===== config.mk =====
export PLATFORM = sky130hd
export DESIGN_NAME = barrel_shift_pipe
export DESIGN_NICKNAME = d
export VERILOG_FILES = /design/src/rtl/shifter_pkg.sv /design/src/rtl/shift_stage.sv /design/src/rtl/barrel_shift_pipe.sv
export SDC_FILE = /design/constraint.sdc
export NUM_CORES = 1
export LEC_CHECK = 0
export CORE_UTILIZATION = 50
export CTS_CLUSTER_SIZE = 12
export DETAILED_ROUTE_END_ITERATION = 6
export PLACE_DENSITY = 0.74
export SYNTH_ARGS = -nofsm -noshare
export SYNTH_HDL_FRONTEND = slang
export SYNTH_SLANG_ARGS = --single-unit

===== constraint.sdc =====
create_clock -name clk -period 1.7 [get_ports clk]
set_input_delay 0.255 -clock clk [delete_from_list [all_inputs] [get_ports clk]]
set_output_delay 0.255 -clock clk [all_outputs]
set_load 0.01 [all_outputs]

===== src/rtl/shifter_pkg.sv =====
// Shared shift-operation encodings, used by the barrel shifter and the ALU decoder.
package shifter_pkg;

    typedef enum logic [1:0] {
        MODE_SLL = 2'b00,
        MODE_SRL = 2'b01,
        MODE_SRA = 2'b10,
        MODE_ROR = 2'b11
    } shift_mode_t;

endpackage


===== src/rtl/shift_stage.sv =====
// One combinational level of the barrel shifter: shifts or rotates by DIST
// bit positions when en is set, otherwise passes the data through unchanged.
module shift_stage
    import shifter_pkg::*;
#(
    parameter int WIDTH = 32,
    parameter int DIST  = 1
) (
    input  logic [WIDTH-1:0] data_in,
    input  shift_mode_t      mode,
    input  logic             en,
    output logic [WIDTH-1:0] data_out
);

    // Select the shifted form for the requested operation; pure wiring, no adders.
    // For SRA the current MSB is always the operand's original sign bit, because
    // earlier levels only ever replicate it, so it serves as the fill value here.
    always_comb begin
        data_out = data_in;
        if (en) begin
            case (mode)
                MODE_SLL: data_out = {data_in[WIDTH-1-DIST:0], {DIST{1'b0}}};
                MODE_SRL: data_out = {{DIST{1'b0}}, data_in[WIDTH-1:DIST]};
                MODE_SRA: data_out = {{DIST{data_in[WIDTH-1]}}, data_in[WIDTH-1:DIST]};
                MODE_ROR: data_out = {data_in[DIST-1:0], data_in[WIDTH-1:DIST]};
                default:  data_out = data_in;
            endcase
        end
    end

endmodule


===== src/rtl/barrel_shift_pipe.sv =====
// Pipelined barrel shifter: SHW registered levels, level k shifting by 2^k.
// Valid/ready handshake on both sides; the whole pipe advances or holds as one.
module barrel_shift_pipe
    import shifter_pkg::*;
#(
    parameter int WIDTH = 32,
    parameter int SHW   = $clog2(WIDTH)
) (
    input  logic             clk,
    input  logic             rst_n,
    input  logic             in_valid,
    output logic             in_ready,
    input  logic [WIDTH-1:0] in_data,
    input  logic [SHW-1:0]   in_amt,
    input  logic [1:0]       in_mode,
    output logic             out_valid,
    input  logic             out_ready,
    output logic [WIDTH-1:0] out_data
);

    // Stage register k holds the result of level k. Mode and the remaining
    // amount bits are only carried while a later level still needs them, so
    // the last stage register holds just valid and data. amt_p[k] is the
    // original amount shifted right by k+1: bit 0 drives level k+1.
    logic              vld_p   [SHW];
    logic [WIDTH-1:0]  data_p  [SHW];
    shift_mode_t       mode_p  [SHW-1];
    logic [SHW-1:0]    amt_p   [SHW-1];

    logic [WIDTH-1:0]  st_in   [SHW];
    shift_mode_t       st_mode [SHW];
    logic              st_en   [SHW];
    logic [WIDTH-1:0]  st_out  [SHW];

    logic              adv;

    // A bubble or a consumed result at the output lets every stage move.
    assign adv       = out_ready || !vld_p[SHW-1];
    assign in_ready  = adv;
    assign out_valid = vld_p[SHW-1];
    assign out_data  = data_p[SHW-1];

    for (genvar k = 0; k < SHW; k++) begin : g_stage
        if (k == 0) begin : g_first
            assign st_in[k]   = in_data;
            assign st_mode[k] = shift_mode_t'(in_mode);
            assign st_en[k]   = in_amt[0];
        end else begin : g_next
            assign st_in[k]   = data_p[k-1];
            assign st_mode[k] = mode_p[k-1];
            assign st_en[k]   = amt_p[k-1][0];
        end

        shift_stage #(
            .WIDTH (WIDTH),
            .DIST  (1 << k)
        ) u_stage (
            .data_in  (st_in[k]),
            .mode     (st_mode[k]),
            .en       (st_en[k]),
            .data_out (st_out[k])
        );
    end

    // Pipeline registers: cleared by reset, loaded together on every advance.
    always_ff @(posedge clk or negedge rst_n) begin
        if (!rst_n) begin
            for (int k = 0; k < SHW; k++) begin
                vld_p[k]  <= 1'b0;
                data_p[k] <= '0;
            end
            for (int k = 0; k < SHW-1; k++) begin
                mode_p[k] <= MODE_SLL;
                amt_p[k]  <= '0;
            end
        end else if (adv) begin
            vld_p[0]  <= in_valid;
            data_p[0] <= st_out[0];
            mode_p[0] <= st_mode[0];
            amt_p[0]  <= {1'b0, in_amt[SHW-1:1]};
            for (int k = 1; k < SHW; k++) begin
                vld_p[k]  <= vld_p[k-1];
                data_p[k] <= st_out[k];
            end
            for (int k = 1; k < SHW-1; k++) begin
                mode_p[k] <= mode_p[k-1];
                amt_p[k]  <= {1'b0, amt_p[k-1][SHW-1:1]};
            end
        end
    end

endmodule

======== Yosys cells after proc, flatten, opt, wreduce, memory -nomap -nowiden ========
Cells that the tools add are included.
storage, ports and cells
  bits in registers ....................... 183
  latch bits .............................. 0
  bits in writable memories ............... 0
  bits in read-only memories .............. 0
  output and inout bits ................... 34
  logic and storage cells ................. 50
  memories kept ........................... 0
operators by class
  $add $sub $neg .......................... 0
  multiply operators ...................... 0
  divide/modulo/power cells ............... 0
  $lt $le $gt $ge ......................... 0
  eq/ne operators ......................... 15
  shift-type cells ........................ 0
  muxes and demuxes ....................... 10
  bitwise logic cells ..................... 0
  reduce and logical (&&, ||, !) cells .... 7
operator list
  operator            number
  $pmux 32 s4         5
  $mux 32             5
  $eq 2x2->1 const B  10
  $eq 2x1->1 const B  5
  $logic_not 2->1     5
  $logic_not 1->1     1
  $logic_or 1x1->1    1

======== Logic depth before layout (Yosys ltp) ========
  depth in word-level cells ............... 3
  gate-level depth with buffers ........... 7

======== Hierarchy ========
A second synthesis with hierarchy kept.
second synthesis, totals
  cells, all modules ...................... 1017
  area total of the unflattened synthesis .. 11387.2 um^2
modules (own cells, without submodules)
  module                             times used  cells each  area each (um^2)  seq. area each (um^2)
  barrel_shift_pipe                  1           419         7694.9            4579.4
  shift_stage at g_stage[4].u_stage  1           145         783.3             0.0
  shift_stage at g_stage[3].u_stage  1           120         778.2             0.0
  shift_stage at g_stage[2].u_stage  1           114         740.7             0.0
  shift_stage at g_stage[1].u_stage  1           110         695.7             0.0
  shift_stage at g_stage[0].u_stage  1           109         694.4             0.0

======== Worst setup path after synthesis ========
Ideal clock, no wire load.
  kind .................................... register to register
  from .................................... register vld_p (netlist bit out_valid)
  to ...................................... register data_p[148] (netlist bit)
  arrival ................................. 1.225 ns
  slack ................................... 0.342 ns
  stages on the path, launching flop included .. 7
  path buffers ............................ 3
  cell sequence ........................... dfrtp_1 nor2b_1 buf_2 inv_4 buf_6 clkbuf_1 o22ai_1
between the ends
  longest elaborated chain between the ends .. 2
ends and longest elaborated chain
  what                             RTL line                 RTL
  start, declared                  barrel_shift_pipe.sv:25  logic vld_p [SHW];
  start signal, assigned by index  barrel_shift_pipe.sv:82  vld_p[k] <= vld_p[k-1];
  $logic_not 1->1                  barrel_shift_pipe.sv:38  assign adv = out_ready || !vld_p[SHW-1];
  $logic_or 1x1->1                 barrel_shift_pipe.sv:38
  end signal, assigned by index    barrel_shift_pipe.sv:83  data_p[k] <= st_out[k];
  end, declared                    barrel_shift_pipe.sv:26  logic [WIDTH-1:0] data_p [SHW];
No other way between the ends.
A chain may end at the register's enable or synchronous reset.

======== Worst setup path in the final report ========
  from .................................... register data_p (netlist bit out_data[15])
  to ...................................... output port out_data[15]
RTL lines
  what           RTL line                 RTL
  end, declared  barrel_shift_pipe.sv:18  output logic [WIDTH-1:0] out_data
No word-level cell between the ends.

==> flow_summary.toml <==
[outcome]
outcome = "completed"

[placed_design]
port_buffers = 76
routabilityCongestion = 0.8637
place_area_um2 = 11060
dp_hpwl_mm = 17.23
place_ws_ps = -24.88

[logic_synthesis]
ys_seq_area_frac = 0.4516
synth_seq_cells = 183
synth.distinct_cells = 32
synth_nets = 1194
yosys_warnings = 0
yosys.area.top_type = "dfrtp_1"
synth_ff_type = "dfrtp_1"
synth_top_area_frac = 0.4516
syn_avg_cell_area_um2 = 8.811
syn_inst = 1151
synth_area_leaders = "dfrtp_1 (45%), o21ai_0 (12%), nand2_1 (7.3%)"
syn_area_um2 = 10140
synth_edf_count = 0
async_reset_ff_frac = 1.000

[timing]
clock.fmax_mhz = 628.9
setup_tns_ps = 0
setup_violations = 0
worst_pin_slew_ps = 640.5
timing.final.crit_period_ps = 1590
relSlewSlack = 0.5730
worst_clock_skew_ps = 11.43
drv_slew = 0
hold_viol = 0
worst_slack_ps = 109.9
rsz0062_at_grt = "false"
finalCritPeriodShare = 0.9353

[cells_and_area]
design_area_um2 = 11680
multi_input_area_um2 = 4564
regArea_um2 = 4581
area_growth_syn_to_layout_pct = 15.21
antenna_cells = 0
final_common_cell = "o21ai_0"
nets = 1192
fill_cells = 1775
drive_above_1_share = 0.09466
final_cell_mix = "o21ai_0 (246), nand2_1 (196), dfrtp_1 (182)"

[route]
num_vias = 8549
avgRoutedWirePerCell_um = 17.27
antenna_violating_nets_post_route = 0
drc = 0
dr.max_layer_used = "met4"
drt-total-wl_mm = 24.65
firstDrtPassIters = 5
wl_met1_mm = 10.96
drtIter0Drc = 762
met2_length_mm = 11.93
met3_length_mm = 1.073
vias_per_cell = 5.991

[worst_setup_path]
cp_data_required_time_ps = 1440
path_cells = "clkdlybuf4s50_1"
worst-path-max-fanout = 2
critPathMaxStageDelay_ps = 540
crit_buf_inv = 1
start_kind = "flip-flop"
crit_family = "buffers and inverters"
critPathSlowestCell = "clkdlybuf4s50_1"
critical_path_class = "reg2out"
end_kind = "output port"
worst_ep_arrival_time_ps = 1340

[floorplan]
core_um2 = 19650
die_y_um = 144.4
die_w_um = 144.4
dieArea_um2 = 20860
rows = 51
io_pins = 77
start_util = 0.5160

[pwr]
comb_power_share = 0.442
peakVddDrop_uv = 927.8
p_sw_frac = 0.4043
seqPwrFrac = 0.376
p_int_uw = 13320
pwr-share-clk = 0.182
power.leakage_uw = 0.004883
p_sw_uw = 9042
power.density_nw_per_um2 = 1914

[flow_run]
cap_violations = 0

[cts]
cts_max_level = 4
cts_tree = "yes"
cts-buffers-inserted = 17
clock_sinks = 183
clk_path_buf_depth = 2
cts_setup_buffers = 0
clockRootBuffer = "clkbuf_16"
clk_pin_slew_ps = 70
insertion_delay_ps = 440

[min_path]
min_path_type = "in2async"

[grt]
antenna_found_initial = 0
grt_max_degree = 67
grt-ovfl-total = 0
first_global_vias = 7973
grt.total_usage = 0.2536
grt_pass1_wl_mm = 41.75
## cells by family (layout without fill, tap and decap cells)
family / Yosys count / after routing / share of synthesized area
compound gates: 550 / 550 / 0.3539
simple gates: 205 / 205 / 0.07724
buf+inv: 197 / 208 / 0.09907
flops: 183 / 183 / 0.4516
mux: 15 / 15 / 0.01666
xor+xnor: 1 / 1 / 0.001604
## repair_timing
action	CTS	global route
resized for setup	2	0
hold endpoints to repair	24	0
hold buffers	1	0
setup endpoints to repair	2	0
## flip-flops by register name, summed over array words and instances (netlist names)
register   cells
vld_p          4
mode_p         8
data_p       128
out_valid      1
out_data      32
amt_p         10
## cell usage after synthesis (2+ instances only)
cell type  count
a211oi_1      63
a211oi_2       7
a221oi_1      14
a2bb2oi_1     27
buf_2         55
buf_4         35
buf_6          8
clkbuf_1      48
clkbuf_2       2
dfrtp_1      183
inv_1         48
mux2_2        14
nand2_1      196
nor2_1         4
o211a_1       16
o21a_1        73
o21ai_0      246
o21ai_1       35
o221ai_1       3
o22ai_1       35
o311a_1       28
## worst paths after layout
kind	start	slack [ps]	cells after the start	end
worst max-delay path	out_data[15]	110	1	out_data[15]
worst min-delay path	rst_n	270	2	data_p[45]
worst max register to register	mode_p[3]	130	5	data_p[58]
worst min register to register	vld_p[1]	460	2	vld_p[1]
max in group asynchronous	rst_n	790	3	mode_p[5]
min in group clk	in_amt[3]	360	3	amt_p[17]
## area by class of cell
| type | count | share of cell area |
|---|---|---|
| multi-input combinational | 771 | 0.3907 |
| sequential | 183 | 0.3921 |
| tap | 265 | 0.02838 |
| inverter | 49 | 0.01596 |
| timing repair buffer | 127 | 0.1206 |
| clock buffer | 21 | 0.04112 |
| clock inverter | 11 | 0.01124 |
## worst register-to-register path, delay by kind of cell (launching register included)
family	cells	cell delay [ps]
flops	1	550
buf+inv	2	340
compound gates	2	460
simple gates	1	100
## power by group through the flow
stage,clock network [uW],registers (uW),logic (uW)
floorplan,0,7560,7590
global placement,0,8390,9560
detailed placement,0,8460,9810
CTS,4110,8380,9880
global route,4310,8670,11000
finish,4070,8410,9890
## per-stage QoR
| step | util | power, uW | instances | hold slack [ps] |
|---|---|---|---|---|
| 6_report | 0.5945 | 22360 | 1427 | 268.2 |
| 5_1_grt | 0.5945 | 24030 | 1427 | 296.6 |
| 4_1_cts | 0.5945 | 22370 | 1427 | 276.3 |
| 3_5_place_dp | 0.5628 | 18270 | 1394 | 157.2 |
| 3_3_place_gp | 0.5628 | 17950 | 1394 | 157.7 |
| 2_1_floorplan | - | 15150 | 1151 | -40.59 |
## per-layer routing
metal,GRT usage,vias up
met3,0.03179,44
met2,0.4130,282
met4,0.1019,0
li1,-,4127
met1,0.3425,4096
met5,0,-
Power figures use the tool's default switching activity.
